### config.mk
export PLATFORM = sky130hd
export DESIGN_NAME = csi2_lane_merger
export DESIGN_NICKNAME = d
export VERILOG_FILES = /design/src/rtl/csi2_rx_pkg.sv /design/src/rtl/csi2_lane_fifo.sv /design/src/rtl/csi2_lane_merger.sv
export SDC_FILE = /design/constraint.sdc
export NUM_CORES = 1
export LEC_CHECK = 0
export ABC_AREA = 1
export BUFFER_PORTS_ARGS = -buffer_cell sky130_fd_sc_hd__buf_2
export CORE_MARGIN = 5
export CORE_UTILIZATION = 50
export CTS_CLUSTER_SIZE = 14
export DETAILED_ROUTE_END_ITERATION = 16
export PLACE_DENSITY = 0.7
export SYNTH_ARGS = -nofsm -noshare
export SYNTH_HDL_FRONTEND = slang
export SYNTH_SLANG_ARGS = --single-unit
### constraint.sdc
create_clock -name clk_byte_i -period 1.75 [get_ports clk_byte_i]
set_input_delay 0.175 -clock clk_byte_i [delete_from_list [all_inputs] [get_ports clk_byte_i]]
set_output_delay 0.175 -clock clk_byte_i [all_outputs]
set_load 0.005 [all_outputs]
### src/rtl/csi2_rx_pkg.sv
// Shared definitions for the CSI-2 receive byte path: lane width, merger
// FSM state type and a helper to pick one lane's byte out of a packed bus.
package csi2_rx_pkg;

    localparam int LANE_W    = 8;
    localparam int MAX_LANES = 4;

    typedef enum logic [2:0] {
        IDLE   = 3'd0,
        ALIGN  = 3'd1,
        STREAM = 3'd2,
        DRAIN  = 3'd3,
        ERR    = 3'd4
    } merge_state_t;

    // Byte of lane k from a bus sized for the widest lane configuration.
    function automatic logic [LANE_W-1:0] lane_slice(
        input logic [MAX_LANES*LANE_W-1:0] bus,
        input int                          k
    );
        return bus[k*LANE_W +: LANE_W];
    endfunction

endpackage

### src/rtl/csi2_lane_fifo.sv
// Single-clock per-lane skew FIFO. Read data is taken straight from the
// array so a pop in cycle N can be registered by the merger in the same
// cycle; the array is small enough to live in distributed RAM.
module csi2_lane_fifo #(
    parameter int W     = 8,
    parameter int DEPTH = 8
) (
    input  logic         clk_i,
    input  logic         rst_ni,
    input  logic         flush_i,
    input  logic         wr_i,
    input  logic [W-1:0] din_i,
    input  logic         rd_i,
    output logic [W-1:0] dout_o,
    output logic         empty_o,
    output logic         full_o
);
    localparam int AW = $clog2(DEPTH);

    logic [W-1:0] mem [DEPTH];
    logic [AW:0]  wr_ptr_q;
    logic [AW:0]  rd_ptr_q;
    logic         do_wr;
    logic         do_rd;

    assign empty_o = (wr_ptr_q == rd_ptr_q);
    assign full_o  = (wr_ptr_q[AW] != rd_ptr_q[AW]) &&
                     (wr_ptr_q[AW-1:0] == rd_ptr_q[AW-1:0]);
    assign do_wr   = wr_i & ~full_o;
    assign do_rd   = rd_i & ~empty_o;
    assign dout_o  = mem[rd_ptr_q[AW-1:0]];

    // Storage array; writes to a full FIFO are dropped.
    always_ff @(posedge clk_i) begin
        if (do_wr) begin
            mem[wr_ptr_q[AW-1:0]] <= din_i;
        end
    end

    // Pointers; flush wins over any write or read in the same cycle.
    always_ff @(posedge clk_i or negedge rst_ni) begin
        if (!rst_ni) begin
            wr_ptr_q <= '0;
            rd_ptr_q <= '0;
        end else if (flush_i) begin
            wr_ptr_q <= '0;
            rd_ptr_q <= '0;
        end else begin
            if (do_wr) wr_ptr_q <= wr_ptr_q + 1'b1;
            if (do_rd) rd_ptr_q <= rd_ptr_q + 1'b1;
        end
    end

endmodule

### src/rtl/csi2_lane_merger.sv
// Multi-lane CSI-2 byte merger: per-lane FIFOs absorb hs_sync arrival skew,
// then all lanes are popped together to form one aligned word per cycle.
// Optional burst statistics (skew_o, burst_len_o) exist only when the
// macro CSI2_MERGE_STATS_EN is defined.
module csi2_lane_merger
    import csi2_rx_pkg::*;
#(
    parameter int NUM_LANES  = 2,
    parameter int FIFO_DEPTH = 8,
    parameter int MAX_SKEW   = 4
) (
    input  logic                        clk_byte_i,
    input  logic                        reset_byte_n_i,
    input  logic [NUM_LANES*LANE_W-1:0] bd_i,
    input  logic [NUM_LANES-1:0]        hs_sync_i,
    input  logic [NUM_LANES-1:0]        hs_d_en_i,
    output logic [NUM_LANES*LANE_W-1:0] word_o,
    output logic                        word_valid_o,
    output logic                        sot_o,
    output logic                        eot_o,
    output logic                        skew_err_o,
`ifdef CSI2_MERGE_STATS_EN
    output logic [$clog2(MAX_SKEW+1)-1:0] skew_o,
    output logic [15:0]                 burst_len_o,
`endif
    output logic                        len_mismatch_o
);
    localparam int                    SKEW_W     = $clog2(MAX_SKEW + 1);
    localparam logic [SKEW_W-1:0]     MAX_SKEW_C = SKEW_W'(MAX_SKEW);
    localparam logic [NUM_LANES-1:0]  ALL_LANES  = '1;

    merge_state_t                state_q, state_d;
    logic [NUM_LANES-1:0]        synced_q, synced_d;
    logic [NUM_LANES-1:0]        active_q, active_d;
    logic [SKEW_W-1:0]           cnt_q, cnt_d;
    logic                        first_q, first_d;
    logic [NUM_LANES-1:0]        sync_start, wr, empty, full, ovf;
    logic [NUM_LANES*LANE_W-1:0] dout, word_q;
    logic [MAX_LANES*LANE_W-1:0] bd_ext;
    logic                        sync_window, all_nonempty, pop, flush;
    logic                        word_valid_q, sot_q, eot_q, skew_err_q, len_mis_q;
    logic                        eot_d, skew_err_d, len_mis_d;

    // A lane starts writing on its first hs_sync while the burst is still
    // being aligned, then keeps writing for as long as its hs_d_en is high.
    assign sync_window  = (state_q == IDLE) || (state_q == ALIGN);
    assign sync_start   = hs_sync_i & ~synced_q & {NUM_LANES{sync_window}};
    assign wr           = sync_start | (active_q & hs_d_en_i);
    assign active_d     = wr & hs_d_en_i;
    assign ovf          = wr & full;
    assign all_nonempty = ~|empty;
    assign pop          = ((state_q == STREAM) || (state_q == DRAIN)) && all_nonempty;

    // Widen the input bus so every lane can be sliced with one helper.
    always_comb begin
        bd_ext = '0;
        bd_ext[NUM_LANES*LANE_W-1:0] = bd_i;
    end

    for (genvar gi = 0; gi < NUM_LANES; gi++) begin : g_lane
        csi2_lane_fifo #(
            .W     (LANE_W),
            .DEPTH (FIFO_DEPTH)
        ) u_fifo (
            .clk_i   (clk_byte_i),
            .rst_ni  (reset_byte_n_i),
            .flush_i (flush),
            .wr_i    (wr[gi]),
            .din_i   (lane_slice(bd_ext, gi)),
            .rd_i    (pop),
            .dout_o  (dout[gi*LANE_W +: LANE_W]),
            .empty_o (empty[gi]),
            .full_o  (full[gi])
        );
    end

    // Burst framing FSM: align lane starts, stream, drain, or abort on error.
    always_comb begin
        state_d    = state_q;
        synced_d   = synced_q | sync_start;
        cnt_d      = cnt_q;
        first_d    = first_q & ~pop;
        flush      = 1'b0;
        eot_d      = 1'b0;
        skew_err_d = |ovf;
        len_mis_d  = 1'b0;
        case (state_q)
            IDLE: begin
                cnt_d = '0;
                if (|sync_start) begin
                    if (synced_d == ALL_LANES) begin
                        state_d = STREAM;
                        first_d = 1'b1;
                    end else begin
                        state_d = ALIGN;
                    end
                end
            end
            ALIGN: begin
                // cnt_q+1 cycles have elapsed since the first lane synced.
                if ((cnt_q >= MAX_SKEW_C) || |(synced_q & ~hs_d_en_i)) begin
                    state_d    = ERR;
                    skew_err_d = 1'b1;
                end else if (synced_d == ALL_LANES) begin
                    state_d = STREAM;
                    first_d = 1'b1;
                end else begin
                    cnt_d = cnt_q + SKEW_W'(1);
                end
            end
            STREAM: begin
                if (wr == '0) state_d = DRAIN;
            end
            DRAIN: begin
                if (!all_nonempty) begin
                    eot_d     = 1'b1;
                    len_mis_d = |(~empty);
                    flush     = 1'b1;
                    synced_d  = '0;
                    state_d   = IDLE;
                end
            end
            ERR: begin
                flush = 1'b1;
                if (hs_d_en_i == '0) begin
                    synced_d = '0;
                    state_d  = IDLE;
                end
            end
            default: begin
                state_d  = IDLE;
                synced_d = '0;
            end
        endcase
    end

    // State and output registers; reset discards any burst in flight.
    always_ff @(posedge clk_byte_i or negedge reset_byte_n_i) begin
        if (!reset_byte_n_i) begin
            state_q      <= IDLE;
            synced_q     <= '0;
            active_q     <= '0;
            cnt_q        <= '0;
            first_q      <= 1'b0;
            word_q       <= '0;
            word_valid_q <= 1'b0;
            sot_q        <= 1'b0;
            eot_q        <= 1'b0;
            skew_err_q   <= 1'b0;
            len_mis_q    <= 1'b0;
        end else begin
            state_q      <= state_d;
            synced_q     <= synced_d;
            active_q     <= active_d;
            cnt_q        <= cnt_d;
            first_q      <= first_d;
            if (pop) word_q <= dout;
            word_valid_q <= pop;
            sot_q        <= pop & first_q;
            eot_q        <= eot_d;
            skew_err_q   <= skew_err_d;
            len_mis_q    <= len_mis_d;
        end
    end

    assign word_o         = word_q;
    assign word_valid_o   = word_valid_q;
    assign sot_o          = sot_q;
    assign eot_o          = eot_q;
    assign skew_err_o     = skew_err_q;
    assign len_mismatch_o = len_mis_q;

`ifdef CSI2_MERGE_STATS_EN
    logic [SKEW_W-1:0] skew_rec_q, skew_out_q;
    logic [15:0]       pop_cnt_q, burst_len_q;

    // Capture skew at stream entry and count words; publish both at eot.
    always_ff @(posedge clk_byte_i or negedge reset_byte_n_i) begin
        if (!reset_byte_n_i) begin
            skew_rec_q  <= '0;
            skew_out_q  <= '0;
            pop_cnt_q   <= '0;
            burst_len_q <= '0;
        end else begin
            if ((state_q != STREAM) && (state_d == STREAM)) begin
                skew_rec_q <= (state_q == ALIGN) ? cnt_q + SKEW_W'(1) : '0;
            end
            if (state_q == IDLE) begin
                pop_cnt_q <= '0;
            end else if (pop && (pop_cnt_q != 16'hFFFF)) begin
                pop_cnt_q <= pop_cnt_q + 16'd1;
            end
            if (eot_d) begin
                skew_out_q  <= skew_rec_q;
                burst_len_q <= pop_cnt_q;
            end
        end
    end

    assign skew_o      = skew_out_q;
    assign burst_len_o = burst_len_q;
`endif

endmodule

==> impl_metrics.toml, run 1 <==
[status]
status = "finished with violations"
violations = "negative setup slack"

[worst_setup_path]
r2r-end = "word_o[8]"
cp-end-kind = "flop"
path_cells = "xnor2_1 > nand2_1 > nor2_4 > nand2_4 > ha_4 > buf_6 > inv_4 > nor2_4 > buf_12 > clkbuf_16 > nand3_1 > nand2_1"
path_max_fanout = 5
rrSetupSlack_ps = -70
critPathSlowestCell = "dfrtp_1"
worstPathArrival_ps = 2130
critical_path_required_ps = 2070
crit_path_start = "g_lane[1].u_fifo.wr_ptr_q[1]"
start_kind = "flop"
rr_startpoint = "g_lane[1].u_fifo.wr_ptr_q[1]"
cpPeakStageDelay_ps = 390
crit_type = "reg -> reg"
reg2reg_depth = 12

[timing]
slew-limit-headroom = 0.671
timing_hold_violations_final = 0
fin_crit_ps = 1820
tightestPinTransition_ps = 491
timing.fmax_mhz = 551
post-route-period-util = 1.04
rsz0062_at_grt = "yes"
drv_slew = 0
skew_ps = 11.0
worst_slack_ps = -66.5
setup_viol = 23

[worst_hold_path]
hold_path.class = "in -> reg"
holdCritStartpoint = "bd_i[15]"
min_to = "g_lane[1].u_fifo.mem[6][7]"
hold_path_depth = 1

[floorplan]
die_height_um = 132
rows = 44
die_width_um = 132
start_util = 0.512
ios = 43
core_area_sq_um = 14600
die_area_sq_um = 17500

[synth]
ys_ff_latch = 176
synth_nets = 690
synthDistinctLibCells = 29
synth_area_leader_cell = "edfxtp_1"
avgSynthCellArea_sq_um = 11.3
synth.top_cell.area_share = 0.513
yosys_warnings = 0
syn_area_sq_um = 7490
syn_inst = 661
yosysSeqAreaShare = 0.673
yosys-top-cells-area = "edfxtp_1 (51%), dfrtp_1 (16%), nor2_1 (5.4%)"

[global_routing]
grt_pass1_vias = 5230
grt_antenna_before_repair = 0
grt_max_degree = 37
grt_pass1_wl_um = 26000
grt_usage = 0.187
grt.overflow.total = 0

[clock_tree]
clockBufferDepth = 2
worst_skew_pair.late_latency_ps = 430
cts_tree = "yes"
cts_made_buffers = 17
path_clk_slew_ps = 70
cts_max_level = 4
numClockSinks = 176
cts_root_buffer = "clkbuf_16"

[route]
routed_wl_um = 16300
via_per_inst = 5.49
drt.antenna.violating_nets = 0
vias = 5289
drtPass1Iterations = 5
drtIter0Drc = 395
wire_per_inst_um = 16.9
drcViolationCount = 0

[power]
power_uw = 15500
power.density_nw_per_um2 = 1630
leakage_uw = 0.00389
ir_drop_uv = 1020

[finish]
antenna_cells = 0
layout_common_cells = "edfxtp_1 (128), nor2_1 (89), nand2_1 (67), o21ai_0 (67), dfrtp_1 (48)"
synthToLayoutAreaGrowth_pct = 26.7
nets = 795
ff_latch_area_sq_um = 5040
drive_gt1_frac = 0.306
utilization = 0.648
multi_input_area_sq_um = 2470
num-fill-cells = 1073
final_common_cell = "edfxtp_1"

[placed_design]
port_buffers = 42
routabilityCongestion = 0.827
hpwlAfterDp_um = 10700

[job]
maxCapViolations = 0
-- registers in the layout, indices dropped and copies added (netlist names), 2 cells and up --
signal	flops
g_lane.u_fifo.wr_ptr_q	8
g_lane.u_fifo.rd_ptr_q	8
state_q	3
g_lane.u_fifo.mem	128
cnt_q	3
active_q	2
synced_q	2
word_o	16
-- worst max-delay path, delay by kind of cell, from the launching register on --
family        cells  cell delay, ps
simple gates      6             490
fa+ha+maj         1             170
buf+inv           4             450
xor+xnor          1             200
flops             1             390
-- cell type report --
type,instances,area share
clock buffer,17,0.0448
clock inverter,15,0.0174
inverter,47,0.0207
multi-input combinational,408,0.260
sequential,176,0.531
tap,184,0.0242
timing repair buffer,116,0.102
-- where the power goes --
| part | switching [uW] | internal [uW] |
|---|---|---|
| sequential | 361 | 5140 |
| clock | 1690 | 2040 |
| combinational | 3690 | 2580 |
-- kinds of logic after synthesis --
group           count (synthesis)  share of synthesized area
fa+ha+maj                       7                     0.0117
xor+xnor                       16                     0.0187
flops                         176                      0.673
buf+inv                        78                     0.0469
compound gates                110                     0.0897
simple gates                  274                      0.160
-- stage by stage --
step	cells	hold slack (ps)	setup slack, ps	TNS, ps	instance area (sq um)
6_report	963	19.3	-66.5	-849	9500
5_1_grt	963	10.6	-154	-5840	9500
4_1_cts	960	3.04	-44.1	-615	9180
3_5_place_dp	921	106	-432	-11030	8320
3_3_place_gp	921	99.6	-286	-7360	8320
2_1_floorplan	661	-121	-76.2	-7840	7550
-- cells in the mapped netlist --
library cell and n:
a21oi_2 1, a31oi_1 1, nor2_4 3, a21oi_1 3, xor2_1 12, inv_1 40, nand2_2 11, edfxtp_1 128
buf_4 5, a21boi_2 1, nor2_2 3, ha_1 7, clkbuf_1 9, a21boi_1 1, xnor2_1 4, buf_2 14
nand3_1 45, nor2_1 107, o21bai_1 2, nand4_1 15, nor3_1 2, nand2_4 2, o221ai_1 16, dfrtp_1 48
nand2_1 86, inv_2 7, buf_6 3, o21ai_0 68, o211ai_1 17
-- layer usage --
layer,GRT usage,vias to the layer above,wire length (um)
li1,-,2528,-
met4,0.0508,0,218
met5,0,-,0
met2,0.323,153,8460
met1,0.234,2588,6830
met3,0.0490,20,773
-- worst max path at each step --
stage	end	slack (ps)
after floorplan	g_lane[0].u_fifo.mem[0][0]	-80
after global placement	g_lane[1].u_fifo.wr_ptr_q[2]	-290
after detailed placement	g_lane[1].u_fifo.rd_ptr_q[0]	-430
after CTS	g_lane[1].u_fifo.rd_ptr_q[2]	-40
after global routing	word_o[11]	-150
final	word_o[8]	-70
-- repair_timing --
action	in CTS	in global routing
endpoints found under the hold margin	13	0
gates cloned	2	1
buffers inserted	4	2
hold buffers	1	0
pin swaps	16	23
gates resized for setup	44	75
endpoints found under the setup margin	88	166
No activity file was read; power rests on OpenSTA's default activity.
==> run 2, diff against run 1 <==
--- a/config.mk
+++ b/config.mk
@@ -7,7 +7,6 @@
 export LEC_CHECK = 0
 export ABC_AREA = 1
 export BUFFER_PORTS_ARGS = -buffer_cell sky130_fd_sc_hd__buf_2
-export CORE_MARGIN = 5
 export CORE_UTILIZATION = 50
 export CTS_CLUSTER_SIZE = 14
 export DETAILED_ROUTE_END_ITERATION = 16
==> constraint.sdc (replaced) <==
create_clock -name clk_byte_i -period 1.5 [get_ports clk_byte_i]
set_input_delay 0.15 -clock clk_byte_i [delete_from_list [all_inputs] [get_ports clk_byte_i]]
set_output_delay 0.15 -clock clk_byte_i [all_outputs]
set_load 0.005 [all_outputs]
==> run 2 against run 1 <==
  * Worst setup slack worse by 190 ps
  * Largest power group unchanged
  * Hold slack worse by 15 ps
  * Highest routed layer unchanged
  * Sequential cell count stayed put
  * Largest cell class unchanged
  * Sequential power is 16% higher
  * Register-to-register slack worse by 190 ps
  * The run still ends with negative setup slack left
==> impl_metrics.toml, run 2 (synthesized netlist as in run 1, its figures left out) <==
[timing]
tightestPinTransition_ps = 376
worst_slack_ps = -256
skew_ps = 8.45
whs_ps = 4.14
fin_crit_ps = 1760
post-route-period-util = 1.17
timing.setup.tns_ps = -32300
timing_hold_violations_final = 0
drv_slew = 0
rsz0062_at_grt = "yes"
timing.fmax_mhz = 569
slew-limit-headroom = 0.749
setup_viol = 167

[global_routing]
grt_max_degree = 49
grt_pass1_wl_um = 28200
grt_antenna_before_repair = 0
grt_pass1_vias = 5625
grt.overflow.total = 0
grt_usage = 0.236

[placed_design]
pre_cts_ws_ps = -442
routabilityCongestion = 0.868
hpwlAfterDp_um = 10700
port_buffers = 42

[worst_setup_path]
crit_type = "reg -> reg"
cp-end-kind = "flop"
reg2reg_depth = 11
path_max_fanout = 8
cpPeakStageDelay_ps = 430
worstPathArrival_ps = 2090
critPathSlowestCell = "dfrtp_1"
path_cells = "xnor2_2 > nand2_1 > nor2_4 > nand2_4 > ha_4 > inv_2 > nor2_4 > buf_12 > clkbuf_16 > nand3_1 > nand2_1"
start_kind = "flop"
critical_path_required_ps = 1830
critPathBufInv = 3
cpLargestDelayFamily = "simple AND/OR/NAND/NOR gates"
cp_num_cells = 11

[power]
power_uw = 18900
p_int_uw = 12000
leakage_uw = 0.00409
power.density_nw_per_um2 = 1890
power_switching_share = 0.364
p_switching_uw = 6880
combPwrFrac = 0.406
power.clock.fraction = 0.256
p_seq_frac = 0.338
ir_drop_uv = 1010

[route]
routed_wl_um = 17700
drt.antenna.violating_nets = 0
wire_per_inst_um = 17.7
wl_met2_um = 9120
via_per_inst = 5.57
drtIter0Drc = 443
wl_met1_um = 7220
met3WireLength_um = 912
drtPass1Iterations = 5
top_layer_used = "met4"
drcViolationCount = 0
vias = 5568

[finish]
utilization = 0.686
layout_common_cells = "edfxtp_1 (128), nor2_1 (89), nand2_1 (67)"
drive_gt1_frac = 0.312
synthToLayoutAreaGrowth_pct = 33.5
final_common_cell = "edfxtp_1"
ff_latch_area_sq_um = 5040
multi_input_area_sq_um = 2510
antenna_cells = 0
largest_reg_flops = 128
num-fill-cells = 997
nets = 831

[floorplan]
die_height_um = 124
start_util = 0.514
die_width_um = 124
core_area_sq_um = 14600
ios = 43
rows = 44
die_area_sq_um = 15500

[job]
maxCapViolations = 0

[worst_hold_path]
hold_path_depth = 1
hold_path.class = "in -> reg"

[clock_tree]
cts_max_level = 4
clockBufferDepth = 2
path_clk_slew_ps = 70
worst_skew_pair.late_latency_ps = 440
cts_tree = "yes"
numClockSinks = 176
cts_root_buffer = "clkbuf_16"
cts_made_buffers = 17

[status]
violations = "negative setup slack"
status = "finished with violations"
run 2: power groups by stage:
stage          logic (uW)  registers [uW]  clock network, uW
4_1_cts              7200            6380               4890
2_1_floorplan        4210            6450                  0
6_report             7680            6390               4850
5_1_grt              8360            6470               5080
3_3_place_gp         6170            6390                  0
3_5_place_dp         6400            6430                  0
run 2: routing by layer:
metal,vias to the layer above,GRT usage
li1,2605,-
met1,2697,0.289
met2,220,0.405
met3,46,0.0464
met4,0,0.108
met5,-,0
run 2: layout make-up:
cell class              instances  area share
clock buffers                  17      0.0425
clock inverters                15      0.0226
inverters                      47      0.0191
multi-input cells             410       0.251
flip-flops and latches        176       0.504
well taps                     184      0.0230
repair buffers                150       0.137
run 2: worst paths after layout:
path / slack [ps] / end / startpoint
max in group asynchronous: 1020 / word_o[14] / reset_byte_n_i
worst min-delay path: 4 / g_lane[0].u_fifo.mem[1][1] / bd_i[1]
worst max register to register: -260 / word_o[0] / g_lane[0].u_fifo.rd_ptr_q[0]
min in group asynchronous: 230 / g_lane[1].u_fifo.wr_ptr_q[3] / reset_byte_n_i
worst max-delay path: -260 / word_o[0] / g_lane[0].u_fifo.rd_ptr_q[0]
worst min register to register: 480 / word_o[7] / word_o[7]
run 2: stage by stage:
step	cells	instance area, sq um
global route	999	10000
detailed placement	925	8630
global placement	925	8630
floorplan	661	7740
CTS	995	9870
finish	999	10000
run 2: repair_timing:
item                                   CTS  global route
resized for setup                       61            19
pin swaps                               28            26
endpoints found under the hold margin  155             0
setup endpoints to repair              168           171
hold buffers                            18             0
gates cloned                             3             1
setup buffers                           17             3
==> run 3, diff against run 2 <==
--- a/config.mk
+++ b/config.mk
@@ -7,10 +7,10 @@
 export LEC_CHECK = 0
 export ABC_AREA = 1
 export BUFFER_PORTS_ARGS = -buffer_cell sky130_fd_sc_hd__buf_2
-export CORE_UTILIZATION = 50
+export CORE_UTILIZATION = 55
 export CTS_CLUSTER_SIZE = 14
 export DETAILED_ROUTE_END_ITERATION = 16
-export PLACE_DENSITY = 0.7
+export PLACE_DENSITY = 0.76
 export SYNTH_ARGS = -nofsm -noshare
 export SYNTH_HDL_FRONTEND = slang
 export SYNTH_SLANG_ARGS = --single-unit
==> run 3 against run 2 <==
  * The flow still finishes with violations (negative setup slack)
  * Fmax fell by 1.9%
  * Clock power down 14%
  * Sequential share of layout area is 1.5 points higher
  * Non-clock buffer count is 18 lower
  * First-iteration DRC count rose by 31%
  * Power is 1.9% lower
  * Critical endpoint is now g_lane[0].u_fifo.mem[2][2]
==> impl_metrics.toml, run 3 (synthesized netlist as in run 1, its figures left out) <==
[status]
status = "finished with violations"
violations = "negative setup slack"

[worst_setup_path]
critPathSlowestCell = "dfrtp_1"
worstPathArrival_ps = 1900
critical_path_required_ps = 1610
path_max_fanout = 8
crit_type = "reg -> reg"
path_cells = "xnor2_2 > nand2_1 > nor2_4 > buf_4 > nand2_4 > nand2_4 > inv_6 > nand2_8 > nor2_4"
cp-end-kind = "flop"
start_kind = "flop"
cpPeakStageDelay_ps = 430

[timing]
worst_slack_ps = -290
setup_viol = 169
post-route-period-util = 1.19
timing.fmax_mhz = 559
fin_crit_ps = 1790
slew-limit-headroom = 0.722
rsz0062_at_grt = "yes"
whs_ps = 25.9
tightestPinTransition_ps = 416
timing_hold_violations_final = 0
skew_ps = 6.44
drv_slew = 0

[floorplan]
rows = 42
core_area_sq_um = 13200
die_height_um = 119
ios = 43
die_width_um = 119
start_util = 0.566
die_area_sq_um = 14100

[worst_hold_path]
hold_path.class = "in -> reg"

[clock_tree]
cts_tree = "yes"
cts_root_buffer = "clkbuf_16"
numClockSinks = 176
clockBufferDepth = 2
cts_made_buffers = 17
path_clk_slew_ps = 60
worst_skew_pair.late_latency_ps = 430
cts_max_level = 4

[global_routing]
grt_antenna_before_repair = 0
grt_pass1_vias = 5643
grt_max_degree = 49
grt.overflow.total = 0
grt_usage = 0.265
grt_pass1_wl_um = 28100

[power]
power_uw = 18600
ir_drop_uv = 1100
power.density_nw_per_um2 = 1910
leakage_uw = 0.00393

[finish]
antenna_cells = 0
drive_gt1_frac = 0.305
synthToLayoutAreaGrowth_pct = 29.6
largest_reg_flops = 128
final_common_cell = "edfxtp_1"
layout_common_cells = "edfxtp_1 (128), nor2_1 (88), nand2_1 (67)"
fin_cells = 973
final_area_sq_um = 9710
nets = 813
num-fill-cells = 841
utilization = 0.733

[route]
drcViolationCount = 0
routed_wl_um = 18700
drt.antenna.violating_nets = 0
via_per_inst = 5.79
wire_per_inst_um = 19.2
drtPass1Iterations = 5
drtIter0Drc = 581
vias = 5637

[job]
maxCapViolations = 0

[placed_design]
hpwlAfterDp_um = 10800
port_buffers = 42
place_area_sq_um = 8530
routabilityCongestion = 0.861
place_inst = 910
==> run 3: area by class of cell <==
type / count / area [sq um] / area share
sequential: 176 / 5040 / 0.519
multi-input combinational: 410 / 2550 / 0.263
timing repair buffer: 132 / 1150 / 0.119
clock buffer: 27 / 493 / 0.0508
tap: 176 / 220 / 0.0227
inverter: 47 / 194 / 0.0200
clock inverter: 5 / 55.1 / 0.00567
==> run 3: metrics by stage <==
stage | setup TNS, ps | worst slack [ps]
after global placement | -26880 | -304
after floorplan | -24630 | -196
after global routing | -45420 | -340
after CTS | -25390 | -207
after detailed placement | -33260 | -388
final | -35400 | -290
==> run 3: layer usage <==
layer	up-vias	wire length, um	GRT usage
met5	-	0	0
met4	0	397	0.107
met3	45	1160	0.0589
met2	258	10100	0.463
met1	2774	7040	0.318
li1	2560	-	-
==> run 3: path summary, 6_finish.rpt <==
kind / start / to / slack [ps] / cells past startpoint
max: g_lane[0].u_fifo.rd_ptr_q[0] / g_lane[0].u_fifo.mem[2][2] / -290 / 9
min: bd_i[14] / g_lane[1].u_fifo.mem[5][6] / 30 / 1
max reg2reg: g_lane[0].u_fifo.rd_ptr_q[0] / g_lane[0].u_fifo.mem[2][2] / -290 / 9
min reg2reg: word_o[13] / word_o[13] / 470 / 2
max in group asynchronous: reset_byte_n_i / g_lane[0].u_fifo.wr_ptr_q[0] / 1020 / 3
min in group asynchronous: reset_byte_n_i / synced_q[0] / 240 / 3
==> run 3: power by group <==
part / internal, uW / leakage (uW) / switching, uW / total, uW
sequential: 6000 / 0.00178 / 452 / 6450
combinational: 3200 / 0.00189 / 4730 / 7930
clock: 2410 / 0.000262 / 1760 / 4180
==> run 3: worst max-delay path, delay by kind of cell (launching register included) <==
| family | cells | cell delay (ps) |
|---|---|---|
| simple gates | 6 | 620 |
| flops | 1 | 430 |
| buf+inv | 2 | 250 |
| xor+xnor | 1 | 150 |
==> run 3: repair_timing <==
action,4_1_cts,5_1_grt
gates resized for setup,37,42
buffers inserted,13,6
endpoints found under the setup margin,167,172
hold buffers,9,0
gates cloned,3,2
pin swaps,36,31
hold endpoints to repair,92,0
